[config.mk]
export PLATFORM = sky130hd
export DESIGN_NAME = wb_test_slave_flat
export DESIGN_NICKNAME = d
export VERILOG_FILES = /design/src/rtl/wb_test_slave_if.sv /design/src/rtl/wb_test_slave.sv /design/src/flat_wrapper.sv
export SDC_FILE = /design/constraint.sdc
export NUM_CORES = 2
export LEC_CHECK = 0
export BUFFER_PORTS_ARGS = -buffer_cell sky130_fd_sc_hd__buf_2
export CORE_UTILIZATION = 60
export DETAILED_ROUTE_END_ITERATION = 8
export PLACE_DENSITY = 0.78
export SYNTH_ARGS = -nofsm -noshare
export SYNTH_HDL_FRONTEND = slang
export SYNTH_SLANG_ARGS = --single-unit
[constraint.sdc]
create_clock -name sys_clk -period 3.3 [get_ports sys_clk]
set_input_delay 0.165 -clock sys_clk [delete_from_list [all_inputs] [get_ports sys_clk]]
set_output_delay 0.165 -clock sys_clk [all_outputs]
set_load 0.02 [all_outputs]
[src/rtl/wb_test_slave_if.sv]
// Wishbone classic bus bundle between a random-traffic master and the test slave.
interface wb_test_slave_if;
    logic [31:0] dat_w;
    logic [31:0] dat_r;
    logic [31:0] adr;
    logic        we;
    logic [3:0]  sel;
    logic        cyc;
    logic        stb;
    logic        ack;

    modport master (
        output dat_w, adr, we, sel, cyc, stb,
        input  dat_r, ack
    );

    modport slave (
        input  dat_w, adr, we, sel, cyc, stb,
        output dat_r, ack
    );
endinterface

[src/rtl/wb_test_slave.sv]
// Wishbone classic test slave: small word memory, LFSR-driven wait states,
// transfer counters, sticky protocol-violation and quota-reached flags.
module wb_test_slave #(
    parameter int unsigned id      = 0,
    parameter int unsigned aw_mem  = 4,
    parameter int unsigned p       = 4,
    parameter int unsigned nreads  = 10,
    parameter int unsigned nwrites = 10
) (
    input  logic                  sys_clk,
    input  logic                  sys_rst,
    wb_test_slave_if.slave        bus,
    output logic                  err,
    output logic                  tend
);

    localparam int unsigned MEM_WORDS = 1 << aw_mem;
    localparam logic [15:0] SEED_RAW  = 16'hACE1 ^ 16'(id);
    localparam logic [15:0] SEED      = (SEED_RAW == 16'd0) ? 16'd1 : SEED_RAW;
    localparam logic [15:0] P_DIV     = 16'(p);

    typedef enum logic [1:0] {
        ST_IDLE = 2'd0,
        ST_WAIT = 2'd1,
        ST_ACK  = 2'd2
    } state_t;

    state_t              r_state;
    state_t              w_state_nxt;
    logic                w_latch;
    logic                w_go;
    logic                w_hit;
    logic                w_viol;
    logic                w_fb;
    logic [aw_mem-1:0]   w_idx;

    logic [31:0]         r_req_adr;
    logic [31:0]         r_req_dat;
    logic                r_req_we;
    logic [3:0]          r_req_sel;
    logic [31:0]         r_mem [MEM_WORDS];
    logic [15:0]         r_lfsr;
    logic [31:0]         r_rcount;
    logic [31:0]         r_wcount;
    logic                r_ack;
    logic [31:0]         r_dat_r;
    logic                r_err;
    logic                r_tend;

    assign w_fb   = r_lfsr[15] ^ r_lfsr[13] ^ r_lfsr[12] ^ r_lfsr[10];
    assign w_hit  = (r_lfsr % P_DIV) == 16'd0;
    assign w_idx  = r_req_adr[aw_mem-1:0];

    // Any of: strobe outside a cycle, request changed while waiting, strobe dropped mid-wait.
    assign w_viol = (bus.stb && !bus.cyc) ||
                    ((r_state == ST_WAIT) && bus.cyc && bus.stb &&
                     ((bus.adr != r_req_adr) || (bus.we != r_req_we) ||
                      (bus.sel != r_req_sel) || (bus.dat_w != r_req_dat))) ||
                    ((r_state == ST_WAIT) && bus.cyc && !bus.stb);

    always_ff @(posedge sys_clk) begin
        if (sys_rst) r_state <= ST_IDLE;
        else         r_state <= w_state_nxt;
    end

    // Abort on cyc drop takes priority over a wait-state hit.
    always_comb begin
        w_state_nxt = r_state;
        w_latch     = 1'b0;
        w_go        = 1'b0;
        case (r_state)
            ST_IDLE: begin
                if (bus.cyc && bus.stb) begin
                    w_latch     = 1'b1;
                    w_state_nxt = ST_WAIT;
                end
            end
            ST_WAIT: begin
                if (!bus.cyc) begin
                    w_state_nxt = ST_IDLE;
                end else if (w_hit) begin
                    w_go        = 1'b1;
                    w_state_nxt = ST_ACK;
                end
            end
            ST_ACK:  w_state_nxt = ST_IDLE;
            default: w_state_nxt = ST_IDLE;
        endcase
    end

    always_ff @(posedge sys_clk) begin
        if (sys_rst) begin
            r_req_adr <= '0;
            r_req_dat <= '0;
            r_req_we  <= 1'b0;
            r_req_sel <= '0;
            r_mem     <= '{default: '0};
            r_lfsr    <= SEED;
            r_rcount  <= '0;
            r_wcount  <= '0;
            r_ack     <= 1'b0;
            r_dat_r   <= '0;
            r_err     <= 1'b0;
            r_tend    <= 1'b0;
        end else begin
            if (w_latch) begin
                r_req_adr <= bus.adr;
                r_req_dat <= bus.dat_w;
                r_req_we  <= bus.we;
                r_req_sel <= bus.sel;
            end
            if (r_state == ST_WAIT) r_lfsr <= {r_lfsr[14:0], w_fb};
            r_ack   <= w_go;
            r_dat_r <= (w_go && !r_req_we) ? r_mem[w_idx] : 32'd0;
            if (w_go && r_req_we) begin
                for (int i = 0; i < 4; i++) begin
                    if (r_req_sel[i]) r_mem[w_idx][8*i +: 8] <= r_req_dat[8*i +: 8];
                end
                r_wcount <= r_wcount + 32'd1;
            end
            if (w_go && !r_req_we) r_rcount <= r_rcount + 32'd1;
            if (w_viol) r_err <= 1'b1;
            if ((r_rcount >= 32'(nreads)) && (r_wcount >= 32'(nwrites))) r_tend <= 1'b1;
        end
    end

    assign bus.ack   = r_ack;
    assign bus.dat_r = r_dat_r;
    assign err       = r_err;
    assign tend      = r_tend;

endmodule
[src/flat_wrapper.sv]
// flat-port wrapper written by rule: the top's interface ports become plain ports
module wb_test_slave_flat 
#(
    parameter int unsigned id      = 0,
    parameter int unsigned aw_mem  = 4,
    parameter int unsigned p       = 4,
    parameter int unsigned nreads  = 10,
    parameter int unsigned nwrites = 10
)
  (sys_clk, sys_rst, err, tend, bus_dat_w, bus_adr, bus_we, bus_sel, bus_cyc, bus_stb, bus_dat_r, bus_ack);
  wb_test_slave_if bus_i ();
  input  logic sys_clk;
  input  logic sys_rst;
  output logic err;
  output logic tend;
  input wire logic [$bits(bus_i.dat_w)-1:0] bus_dat_w;
  input wire logic [$bits(bus_i.adr)-1:0] bus_adr;
  input wire logic [$bits(bus_i.we)-1:0] bus_we;
  input wire logic [$bits(bus_i.sel)-1:0] bus_sel;
  input wire logic [$bits(bus_i.cyc)-1:0] bus_cyc;
  input wire logic [$bits(bus_i.stb)-1:0] bus_stb;
  output wire logic [$bits(bus_i.dat_r)-1:0] bus_dat_r;
  output wire logic [$bits(bus_i.ack)-1:0] bus_ack;
  assign bus_i.dat_w = bus_dat_w;
  assign bus_i.adr = bus_adr;
  assign bus_i.we = bus_we;
  assign bus_i.sel = bus_sel;
  assign bus_i.cyc = bus_cyc;
  assign bus_i.stb = bus_stb;
  assign bus_dat_r = bus_i.dat_r;
  assign bus_ack = bus_i.ack;
  wb_test_slave #(.id(id), .aw_mem(aw_mem), .p(p), .nreads(nreads), .nwrites(nwrites)) u_core (.sys_clk(sys_clk), .sys_rst(sys_rst), .bus(bus_i), .err(err), .tend(tend));
endmodule
==> results.py <==
metrics = {
    "outcome": {
        "outcome": "finished clean",
    },
    "synthesis": {
        "ys_top_cells_by_area": "dfxtp_1 (46%), nand2_1 (12%), mux4_2 (12%), a21oi_1 (10%), o21ai_0 (4.4%)",
        "synth_top_area_frac": 0.4621,
        "syn_area_per_cell_um2": 8.517,
        "synth_largest_area_cell": "dfxtp_1",
        "synth_area_um2": 30240,
        "synthCells": 3550,
        "yosys-top-cells-count": "nand2_1 (967), dfxtp_1 (698), a21oi_1 (606)",
        "ys_ff_latch": 698,
        "synth_cell_types": 48,
        "yosysSeqAreaShare": 0.4621,
        "synth-edff-count": 0,
        "ys_warn_count": 0,
        "synth_most_common_cell": "nand2_1",
        "synth_ff_type": "dfxtp_1",
        "async_reset_ff_frac": 0,
        "syn_nets": 3627,
    },
    "setup_path": {
        "r2r-start": "u_core.r_lfsr[0]",
        "crit_start": "u_core.r_lfsr[0]",
        "cp_max_fo": 15,
        "crit_required_ns": 3.79,
        "crit_type": "reg -> reg",
        "worstPathArrival_ns": 3.26,
        "max_stage_delay_ns": 0.73,
        "critPathBufInv": 0,
        "path_cells": "nor4b_4, and4_1, nand4_1, nand2_1, a21oi_1",
        "crit_family": "simple AND/OR/NAND/NOR gates",
        "cp_slowest_cell": "and4_1",
        "crit_path_end_kind": "flip-flop",
        "start_kind": "flip-flop",
    },
    "timing": {
        "tightest_slew_ns": 1.063,
        "min_period_ns": 2.765,
        "rsz0062_at_grt": "no",
        "fin_skew_ns": 0.02838,
        "setup_tns_ns": 0,
        "slew_viol_final": 0,
        "fmax_ghz": 0.3616,
        "relSlewSlack": 0.2902,
        "period_share": 0.8379,
        "hold_viol_final": 0,
        "finalSetupViolCount": 0,
    },
    "grt": {
        "grt_pass1_vias": 26590,
        "grt_use_total": 0.3494,
        "grt_pass1_wl_um": 141300,
        "antenna_found_initial": 2,
        "grt.overflow.total": 0,
        "grt_max_degree": 145,
    },
    "routing": {
        "drt-total-wl_um": 90270,
        "drc": 0,
        "wl_per_cell_um": 21.08,
        "vias": 27230,
        "via_per_inst": 6.358,
        "detail-route-antenna-nets": 0,
        "firstDrtPassIters": 6,
        "drtIter0Drc": 2926,
    },
    "min_path": {
        "hold_class": "in -> reg",
        "hp-start": "sys_rst",
    },
    "power_and_ir_drop": {
        "p_total_uw": 17680,
        "power.leakage_uw": 0.01105,
        "peakVddDrop_uv": 379.2,
        "power_density_nw_per_um2": 517.0,
    },
    "run": {
        "drv_cap": 0,
    },
    "place": {
        "io_buffers": 107,
        "gp_congestion": 0.9225,
        "dpl.hpwl_um": 55590,
    },
    "floorplan": {
        "initial_core_util": 0.6126,
        "die_w_um": 226.5,
        "die_h_um": 226.5,
        "num_rows": 81,
        "io_pins": 108,
        "core_area_um2": 49360,
        "die_area_um2": 51300,
    },
    "clocking": {
        "clk_pin_slew_worst_paths_ns": 0.07,
        "cts_buffers": 71,
        "clock-sinks": 698,
        "cts_tree": "built",
        "insertion_delay_ns": 0.63,
        "cts_buffer_depth": 3,
        "root_buffer": "clkbuf_16",
        "htreeDepth": 3,
        "ctsResizeCount": 0,
    },
    "finish": {
        "antenna_cells": 0,
        "area_growth_pct": 13.13,
        "fin_util": 0.6930,
        "nNetsFinal": 3646,
        "drive_gt1_frac": 0.1324,
    },
}
[cell type report]
type | instances | area (µm²)
inverter | 25 | 93.84
multi-input combinational | 2522 | 15020
sequential | 698 | 13980
fill | 3661 | 15150
clock inverter | 22 | 302.8
timing repair buffer | 251 | 1927
tap | 664 | 830.8
clock buffer | 101 | 2052
[state kept, by name (all words and copies together), names as in the netlist]
signal,cells
u_core.r_mem,512
u_core.bus.dat_r,32
u_core.r_rcount,32
u_core.r_req_adr,32
u_core.r_req_dat,32
u_core.r_wcount,32
u_core.r_lfsr,16
u_core.r_req_sel,4
u_core.r_state,2
u_core.bus.ack,1
u_core.err,1
u_core.r_req_we,1
u_core.tend,1
[per-layer routing]
layer / routed length [µm] / track usage / vias up / part of all wire
li1: - / - / 12280 / -
met1: 34410 / 0.4344 / 13100 / 0.38
met2: 42710 / 0.5723 / 1525 / 0.47
met3: 8777 / 0.06920 / 323 / 0.097
met4: 4338 / 0.1894 / 4 / 0.048
met5: 27 / 0 / - / 0.00030
[per-stage QoR]
stage | setup WS (ns) | hold slack [ns] | cells | area (µm²)
after floorplan | 0.7662 | 0.3010 | 3550 | 30240
after global placement | 0.7024 | 0.4218 | 4090 | 31150
after detailed placement | 0.6284 | 0.4288 | 4090 | 31150
after CTS | 0.5960 | 0.05465 | 4283 | 34210
after global routing | 0.4048 | 0.08620 | 4283 | 34210
final | 0.5348 | 0.05322 | 4283 | 34210
[timing repair]
item,in CTS,in global routing
setup buffers,0,0
hold endpoints to repair,70,0
hold buffers,70,0
[worst paths after layout]
check | to | slack [ns] | cells after the start
worst max-delay path | u_core.r_mem[70] | 0.53 | 5
worst min-delay path | u_core.r_rcount[20] | 0.05 | 2
worst max register to register | u_core.r_mem[70] | 0.53 | 5
worst min register to register | u_core.r_mem[450] | 0.45 | 2
[logic make-up after synthesis]
kind of cell    Yosys count  share of synthesized area
fa+ha+maj                 4                   0.001655
mux                     164                     0.1207
buf+inv                 330                    0.04163
compound gates          895                     0.1509
flops                   698                     0.4621
simple gates           1363                     0.1952
xor+xnor                 96                    0.02781
[where the power goes]
part / internal (µW) / total [µW] / switching, µW
combinational: 304 / 853 / 550
sequential: 8480 / 8590 / 114
clock: 4880 / 8240 / 3360
total: 13700 / 17700 / 4030
[cell usage in the layout, fill, tap and decap left out, drive strengths merged, types with 70 or more instances in the layout]
master,synthesis,layout
clkbuf,272,101
o21ai,266,266
a21oi,606,606
buf,33,181
nor2,126,126
dlygate4sd3,0,70
mux4,160,160
xnor2,83,83
nand2,967,967
dfxtp,698,698
Power figures use the tool's default switching activity.
